## src/rtl/ftdi_model_pkg.sv

```systemverilog
// ftdi_model_pkg
//   Shared helpers for the FTDI synchronous 245-FIFO chip model:
//   bus width helpers derived from CHIP_EW, byte-enable popcount and
//   contiguity check, and the LFSR seed/tap constants used by the
//   optional pseudo-random flow control.
package ftdi_model_pkg;

   // Galois LFSR, polynomial x^16 + x^14 + x^13 + x^11 + 1
   localparam logic [15:0] LFSR_SEED = 16'hACE1;
   localparam logic [15:0] LFSR_TAPS = 16'hB400;

   // Data bus width in bits: 8, 16 or 32
   function automatic int data_w(input int chip_ew);
      return 8 << chip_ew;
   endfunction

   // Number of byte enables: 1, 2 or 4
   function automatic int be_w(input int chip_ew);
      return 1 << chip_ew;
   endfunction

   // Number of set byte enables (narrower buses are zero-extended)
   function automatic logic [2:0] popcount(input logic [3:0] v);
      return 3'(v[0]) + 3'(v[1]) + 3'(v[2]) + 3'(v[3]);
   endfunction

   // Legal BE: non-zero and a solid run of ones starting at bit 0
   function automatic logic be_contig(input logic [3:0] v);
      logic [3:0] v_inc;
      v_inc = v + 4'd1;
      return (v != 4'd0) && ((v & v_inc) == 4'd0);
   endfunction

endpackage

```

## src/rtl/ftdi_model_fifo.sv

```systemverilog
// ftdi_model_fifo
//   Synchronous first-word-fall-through FIFO; head always shows the
//   oldest entry. Pushes while full and pops while empty are dropped.
//   clk, rst   : clock, asynchronous active-high reset
//   push/push_data, pop : write and read strobes
//   head       : oldest entry, count : occupancy, full/empty flags
module ftdi_model_fifo
   import ftdi_model_pkg::*;
#(
   parameter int DATA_W     = 36,
   parameter int DEPTH_LOG2 = 4
) (
   input  logic                  clk,
   input  logic                  rst,
   input  logic                  push,
   input  logic [DATA_W-1:0]     push_data,
   input  logic                  pop,
   output logic [DATA_W-1:0]     head,
   output logic [DEPTH_LOG2:0]   count,
   output logic                  full,
   output logic                  empty
);
   localparam logic [DEPTH_LOG2:0]   FULL_CNT = (DEPTH_LOG2+1)'(1 << DEPTH_LOG2);
   localparam logic [DEPTH_LOG2:0]   CNT_ONE  = (DEPTH_LOG2+1)'(1);
   localparam logic [DEPTH_LOG2-1:0] PTR_ONE  = DEPTH_LOG2'(1);

   logic [DATA_W-1:0]     mem [2**DEPTH_LOG2];
   logic [DEPTH_LOG2-1:0] wr_ptr, rd_ptr;
   logic                  do_push, do_pop;

   assign full    = (count == FULL_CNT);
   assign empty   = (count == '0);
   assign do_push = push & ~full;
   assign do_pop  = pop & ~empty;
   assign head    = mem[rd_ptr];

   always_ff @(posedge clk) begin
      if (do_push) mem[wr_ptr] <= push_data;
   end

   always_ff @(posedge clk or posedge rst) begin
      if (rst) begin
         wr_ptr <= '0;
         rd_ptr <= '0;
         count  <= '0;
      end else begin
         if (do_push) wr_ptr <= wr_ptr + PTR_ONE;
         if (do_pop)  rd_ptr <= rd_ptr + PTR_ONE;
         case ({do_push, do_pop})
            2'b10:   count <= count + CNT_ONE;
            2'b01:   count <= count - CNT_ONE;
            default: count <= count;
         endcase
      end
   end
endmodule

```

## config.mk

```make
export PLATFORM = sky130hd
export DESIGN_NAME = ftdi_model_fifo
export DESIGN_NICKNAME = d
export VERILOG_FILES = /design/src/rtl/ftdi_model_pkg.sv /design/src/rtl/ftdi_model_fifo.sv
export SDC_FILE = /design/constraint.sdc
export NUM_CORES = 1
export LEC_CHECK = 0
export ABC_AREA = 0
export CORE_UTILIZATION = 48
export DETAILED_ROUTE_END_ITERATION = 16
export PLACE_DENSITY = 0.65
export SYNTH_ARGS = -nofsm -noshare
export SYNTH_HDL_FRONTEND = slang
export SYNTH_SLANG_ARGS = --single-unit
```

## constraint.sdc

```tcl
create_clock -name clk -period 9.2 [get_ports clk]
set_clock_uncertainty 0.15 [all_clocks]
set_input_delay 1.84 -clock clk [delete_from_list [all_inputs] [get_ports clk]]
set_output_delay 1.84 -clock clk [all_outputs]
set_load 0.005 [all_outputs]
```

Yosys cells after proc, flatten, opt, wreduce, memory -nomap -nowiden
Memories as Yosys holds them, arrays and structs flattened.
Cells that the tools add are included.
{"block": "classes", "bitwise_logic": 4, "muxes": 3, "n_eq_ne": 3, "reduce_logical": 2, "n_addsub": 4}
{"operator": "one-hot mux 5 bit (2 select lines)", "count": 1}
{"operator": "adder 4 x 1 -> 4 bit, second input constant", "count": 2}
{"operator": "adder 5 x 1 -> 5 bit, second input constant", "count": 1}
{"operator": "equality test 5 bit, second input constant", "count": 1}
{"operator": "logical NOT 5 bit", "count": 1}
{"operator": "subtractor 5 x 1 -> 5 bit, second input constant", "count": 1}
{"operator": "bitwise AND 1 bit", "count": 2}
{"operator": "equality test 2 x 1 -> 1 bit, second input constant", "count": 1}
{"operator": "equality test 2 bit, second input constant", "count": 1}
{"operator": "2-to-1 mux 1 bit", "count": 2}
{"operator": "inverter 1 bit", "count": 2}
{"operator": "nonzero test 2 bit", "count": 1}
{"block": "word_totals", "wordCells": 20, "output_inout_bits": 43, "register_bits": 13, "in_bits": 40, "mem_bits_rw": 576, "n_memories": 1}
{"memory": "mem", "words": 16, "width": 36, "rd": 1, "rd_ports_with_merged_regs": 0, "wr": 1, "line": "ftdi_model_fifo.sv:27", "source": "logic [DATA_W-1:0] mem [2**DEPTH_LOG2];"}

Depth between registers and ports, before layout
Gate-level depths: netlist (run 1).
{"block": "depth", "word_depth": 5, "mapped_depth": 13}

Least setup slack after synthesis (run 1)
Ideal clock, no wire load.
{"block": "synth_path", "path_kind": "input port to flip-flop", "from": "input port push", "to": "memory mem[0][0], enable pin", "stages": 4, "path_slack_ns": 3.878, "t_arrival_ns": 4.698, "t_required_ns": 8.576, "setup_time_ns": 0.474, "cell_sequence": "and2_1 buf_2 nand2_1 nor3_1"}
{"block": "synth_between", "elab_chain_len": 3}
{"item": "from (decl)", "line": "ftdi_model_fifo.sv:15", "source": "input logic push,"}
{"item": "bitwise AND 1 bit", "line": "ftdi_model_fifo.sv:33", "source": "assign do_push = push & ~full;"}
{"item": "2-to-1 mux 1 bit", "line": "ftdi_model_fifo.sv:38", "source": "if (do_push) mem[wr_ptr] <= push_data;"}
{"item": "2-to-1 mux 1 bit (implied by the code)", "line": "ftdi_model_fifo.sv:38"}
{"item": "to (decl)", "line": "ftdi_model_fifo.sv:27"}
No other way between the ends.

Final worst setup path (run 1)
{"block": "layout_path", "from": "register rd_ptr[1]", "to": "output port head[29]"}
{"block": "layout_between", "elab_chain_len": 1}
{"item": "from (decl)", "line": "ftdi_model_fifo.sv:28", "source": "logic [DEPTH_LOG2-1:0] wr_ptr, rd_ptr;"}
{"item": "from (signal assigned)", "line": "ftdi_model_fifo.sv:48", "source": "if (do_pop) rd_ptr <= rd_ptr + PTR_ONE;"}
{"item": "memory (16 x 36 bit)"}
{"item": "to (decl)", "line": "ftdi_model_fifo.sv:18", "source": "output logic [DATA_W-1:0] head,"}
No other way between the ends.

==> impl_results.md, run 1 <==
- Status: complete, no violations
- CTS tree: done
- M3 GR Usage: 2.98%
- Critical Path Fanout Max: 44
- Ys flop type: edfxtp_1
- Clk_lat worst skew: 600 ps
- Top cells by area, synth: edfxtp_1 (74%), mux4_2 (6.0%), mux2i_1 (4.7%), a221oi_2 (2.3%), mux2_2 (1.8%)
- Number of synthesized flops with an enable pin: 576
- Async set-reset flop share out of synthesis: 2.21%
- Vias in the first global route: 11,500
- Layout cell share with drive strength beyond 1: 20.1%
- Initial Util: 48.6%
- First-pass GRT wire length: 72,500 µm
- Resized Gates After CTS: 0
- Synthesized net count: 1,214
- Row count: 80
- Syn avg cell area: 20.0 µm²
- Tightest Hold Check Type: reg -> reg
- Port bufs: 82
- Period minus WS final: 6430 ps
- Routed vias/inst: 5.73
- DR pass1 iterations: 5
- Fin crit share: 69.9%
- #FFs+latches synth: 589
- Largest net degree at the start of global routing: 117
- Ys Warns: 0
- Crit path kind: reg -> out
- Slew @ Worst Pin: 1070 ps
- Die width: 222 µm
- Register Area: 17,600 µm²
- Tot Pwr: 8300 µW
- Area leader, netlist: edfxtp_1
- # hold bufs at CTS: 0
- Relative slew slack: 29.0%
- Reg clk slew, reported paths: 60 ps
- Wire per inst: 24.9 µm
- Busiest layer in global routing: met2
- Synth top area share: 74.5%
- Met2 Resource Use GR: 33.0%
- Drt drc: 0
- Core ar.: 47,700 µm²
- Power share of the sequential group: 41.8%
- Area Growth Syn to Fin: 14.4%
- VDD IR-drop max: 0.235 mV
- Die height: 222 µm
- H-tree depth: 2
- Power Dens Cells: 313 nW/µm²
- Final Hold Viols: 0
- # setup viols final: 0
- Post-Route Utilization: 55.6%
- GPL Wtd Cong: 0.725
- CTS Sinks: 589
- Sw Ratio: 30.5%
- Cell area after synthesis: 23,200 µm²
- HPWL after DPL: 25,000 µm
- Pleak: 0.00877 µW
- Final Max Slew Viols: 0
- Clock Power Share: 27.7%
- Internal power: 5770 µW
- Synth Instances: 1,164
- Sequential share of the synthesized area: 75.9%
- Post-CTS Setup Bufs: 0
- Root buffer cell: clkbuf_16
- Sw power: 2530 µW
- Antenna Nets Post-Route: 0
- Multi-input gate area in the final layout: 5230 µm²
- Initial antenna violation count: 1
- Max cap viols: 0
- Post-synth cell types: 38
- Peak Freq: 0.155 GHz
- Comb power frac: 30.5%
- Most common cell in the netlist: edfxtp_1
- Routed WL: 48,000 µm
- Largest buffer count on any clock path: 3
- Synth top cells by count: edfxtp_1 (576), mux2i_1 (109), o21ai_0 (64)
- Total CTS buffers: 58
- Setup TNS: 0 ps
- Startpoint types: register
- Worst EP required: 7210 ps
- Iter 0 DRT Violations: 761
- Worst setup EP type: output pin
- Vias: 11,100
- Grt total ovfl: 0
- I/O pin cnt: 83
- Die Area: 49,300 µm²
- Nets: 1,319
- RSZ-0062 raised after global routing: false
- GRT met1 Usage: 27.5%
- Fill cells: 3,565
- GRT Overall Usage: 19.9%
- Worst EP arrival: 4440 ps
==> worst max-delay path, cell delays in order, from the launching register on <==
cell	delay (ps)
dfrtp_4	830
buf_4	590
and2_4	600
buf_4	700
a21oi_1	210
o21ai_0	200
nand2_1	130
clkdlybuf4s50_1	470
==> cell families (layout without fill, tap and decap cells) <==
logic type / Yosys count / in the layout / synth area share, %
simple gates: 76 / 76 / 1.44
mux: 218 / 218 / 13.6
compound gates: 187 / 187 / 5.95
other cells: 0 / 1 / 0
flops: 589 / 589 / 75.9
fa+ha+maj: 10 / 10 / 0.571
buf+inv: 74 / 225 / 2.14
xor+xnor: 10 / 10 / 0.377
==> per-stage QoR <==
step / area (µm²) / setup WS, ps / hold WS (ps) / cells
6_report: 26600 / 2770 / 399 / 1931
3_3_place_gp: 24700 / 3420 / 367 / 1824
3_5_place_dp: 24700 / 3380 / 401 / 1824
5_1_grt: 26600 / 2540 / 440 / 1930
4_1_cts: 26600 / 2720 / 416 / 1930
2_1_floorplan: 23200 / 3880 / 349 / 1164
==> power by group through the flow <==
| stage | clock (µW) | combinational, µW | sequential (µW) |
|---|---|---|---|
| final | 2300 | 2530 | 3470 |
| after global routing | 2440 | 2740 | 3500 |
| after CTS | 2340 | 2570 | 3480 |
| after detailed placement | 0 | 2560 | 3530 |
| after global placement | 0 | 2550 | 3520 |
| after floorplan | 0 | 1800 | 3360 |
==> worst paths after layout <==
| path | start | endpoint | slack, ps | cells after the start |
|---|---|---|---|---|
| max | rd_ptr[1] | head[29] | 2770 | 7 |
| min | count[4] | count[4] | 400 | 1 |
| max reg2reg | rd_ptr[1] | rd_ptr[3] | 5760 | 5 |
| min reg2reg | count[4] | count[4] | 400 | 1 |
| max in group asynchronous | rst | rd_ptr[0] | 7040 | 2 |
| min in group asynchronous | rst | count[0] | 1450 | 2 |
==> placed cells by master (no fill, tap or decap), drive strengths merged <==
cell and count:
bufinv 5, mux4 72, and2b 1, nor4 1, a22oi 36, nand4 1, clkinvlp 2, mux2i 109
or3b 1, fa 1, and2 2, xor2 3, nor2 12, inv 9, a21o 1, mux2 37
buf 28, nor2b 3, clkbuf 75, diode 1, edfxtp 576, ha 9, nor3 4, nand3 2
xnor2 7, nand2 46, clkdlybuf4s50 82, a21oi 38, clkinv 24, o21ai 76, a221oi 36, dfrtp 13
nand2b 3
==> state kept, by name (all words and copies together) (netlist names) <==
name / cells
rd_ptr: 4
count: 5
wr_ptr: 4
mem: 576
==> area by class of cell <==
type                       instances  area share (%)
inverter                           9           0.127
multi-input combinational        501            19.7
clock buffer                      75            5.98
tap                              615            2.90
antenna                            1         0.00942
timing repair buffer             110            3.93
clock inverter                    31           0.998
sequential                       589            66.4
==> metal layers <==
| layer | vias to the layer above | share of wire, % |
|---|---|---|
| li1 | 4991 | - |
| met1 | 5725 | 44 |
| met2 | 275 | 50 |
| met3 | 72 | 4.7 |
| met4 | 0 | 2.0 |
| met5 | - | 0 |
No activity file was read; power rests on OpenSTA's default activity.
==> inputs of run 2 (changes only) <==
- PLACE_DENSITY: 0.65 -> 0.68
- clock period: 9.2 -> 5.8 ns (I/O delays scaled with it)
==> impl_results.md, run 2 (synthesized netlist as in run 1, its figures left out) <==
- Initial Util: 48.6% (unchanged)
- Vias in the first global route: 11,600 (+0.72%)
- Grt total ovfl: 0 (unchanged)
- Fin crit share: 82.3%
- CTS tree: done
- Layout cell share with drive strength beyond 1: 20.2% (+0.076 points)
- Iter 0 DRT Violations: 962 (+26%)
- Row count: 80 (unchanged)
- Crit path kind: reg -> out
- Max cap viols: 0 (unchanged)
- Register name with the most flops: mem
- Period minus WS final: 4770 ps
- DR pass1 iterations: 5 (unchanged)
- Critical Path Fanout Max: 53 (+20%)
- Most frequent cells in the layout: edfxtp_1 (576), mux2i_1 (109), clkdlybuf4s50_1 (82)
- Comb power frac: 31.1% (+0.6 points)
- Post-CTS Setup Bufs: 0 (unchanged)
- Vias: 11,300 (+2.2%)
- CTS Sinks: 589 (unchanged)
- Die width: 222 µm (unchanged)
- Setup TNS: 0 ps (unchanged)
- Drt drc: 0 (unchanged)
- # hold bufs at CTS: 0 (unchanged)
- Setup WS pre-CTS: 1630 ps (-1760 ps)
- Die height: 222 µm (unchanged)
- Worst setup EP type: output pin
- Power share of the sequential group: 41.7% (about the same)
- GRT Overall Usage: 19.9% (-0.020 points)
- Peak Freq: 0.209 GHz
- Port bufs: 82 (unchanged)
- Nets: 1,323 (+0.30%)
- Largest buffer count on any clock path: 3 (unchanged)
- Crit-path cells: buf_12 -> mux2_2 -> o21ai_1 -> a21oi_1 -> o21ai_0 -> nand2_1 -> clkdlybuf4s50_1
- RSZ-0062 raised after global routing: false
- Slew @ Worst Pin: 950 ps (-115 ps)
- Register Area: 17,600 µm² (unchanged)
- Tightest Hold Check Type: reg -> reg
- Routed WL: 48,300 µm (+0.59%)
- # setup viols final: 0 (unchanged)
- I/O pin cnt: 83 (unchanged)
- HPWL after DPL: 26,100 µm (+4.5%)
- Setup WS post-layout: 1030 ps (-1740 ps)
- Power Dens Cells: 495 nW/µm² (+59%)
- Top Registers: mem (576), count (5)
- Reg clk slew, reported paths: 60 ps (about the same)
- CP Buf/Inv Count: 2 (-1)
- Final Hold Viols: 0 (unchanged)
- Routed vias/inst: 5.85 (+2.2%)
- Area Growth Syn to Fin: 14.5%
- Root buffer cell: clkbuf_16
- Slowest CP cell: dfrtp_4
- Internal power: 9140 µW (+58%)
- Clk_lat worst skew: 610 ps (about the same)
- Sw power: 4030 µW (+59%)
- Largest net degree at the start of global routing: 57 (-51%)
- Number of flip-flops in the largest register: 576 (unchanged)
- Fill cells: 3,557 (-0.22%)
- Wire per inst: 25.0 µm (+0.54%)
- Crit path largest cell delay: 940 ps (+110 ps)
- Worst EP required: 4490 ps (-2720 ps)
- Multi-input gate area in the final layout: 5230 µm² (unchanged)
- Relative slew slack: 36.6% (+7.6 points)
- Startpoint types: register
- Core ar.: 47,700 µm² (unchanged)
- Total CTS buffers: 58 (unchanged)
- Worst EP arrival: 3460 ps (-980 ps)
- Sw Ratio: 30.6% (+0.14 points)
- Hold_ws: 357 ps (-42.2 ps)
- Status: complete, no violations
- Clock Power Share: 27.2% (-0.5 points)
- Initial antenna violation count: 2 (+1)
- Pleak: 0.00878 µW (+0.14%)
- Antenna Nets Post-Route: 0 (unchanged)
- Commonest non-fill, non-tap cell in the layout: edfxtp_1
- GPL Wtd Cong: 0.725 (about the same)
- Final Max Slew Viols: 0 (unchanged)
- Die Area: 49,300 µm² (unchanged)
- H-tree depth: 2 (unchanged)
- First-pass GRT wire length: 72,900 µm (+0.46%)
- Resized Gates After CTS: 0 (unchanged)
- Crit-path leading delay family: flip-flops
- VDD IR-drop max: 0.300 mV (+28%)
run 2: power groups by stage:
stage | logic [µW] | registers (µW) | clock network, µW
floorplan | 2850 | 5330 | 0
global placement | 4120 | 5560 | 0
global route | 4430 | 5530 | 3800
finish | 4100 | 5490 | 3580
detailed placement | 4150 | 5580 | 0
CTS | 4170 | 5500 | 3630
run 2: routing by layer:
layer	vias up	GRT usage, %	wire length (µm)
li1	5000	-	-
met5	-	0	0
met2	306	32.8	24000
met1	5924	27.7	21100
met4	0	6.52	1130
met3	78	2.57	2040
run 2: cell type report:
type / count / share of cell area, %
well taps: 615 / 2.89
diodes: 2 / 0.0188
clock inverters: 27 / 0.828
multi-input cells: 501 / 19.7
repair buffers: 114 / 4.23
flip-flops and latches: 589 / 66.3
clock buffers: 75 / 5.94
inverters: 9 / 0.127
run 2: worst register-to-register path: stages (launching register included):
cell and delay [ps]:
dfrtp_1 430, nor4_2 80, and2b_1 170, nor2b_1 470, ha_1 350, inv_1 100
fa_1 400, nor2b_1 140, o21ai_0 110, nand3_1 90, or3b_1 360, xnor2_1 130
run 2: metrics by stage:
step	cell area (µm²)	total power (µW)	cells	utilization (%)
finish	26600	13200	1932	55.7
detailed placement	24800	9730	1828	51.9
global route	26600	13800	1932	55.7
floorplan	23200	8180	1164	-
CTS	26600	13300	1930	55.7
global placement	24800	9680	1828	51.9
run 2: worst paths after layout:
kind                           start         to  slack (ps)  cells after the start
max                        rd_ptr[0]   head[12]        1030                      7
min in group asynchronous        rst  rd_ptr[1]         780                      2
min                         count[4]   count[4]         360                      1
min reg2reg                 count[4]   count[4]         360                      1
max in group asynchronous        rst  rd_ptr[0]        4250                      2
max reg2reg                 count[0]   count[4]        2710                     11
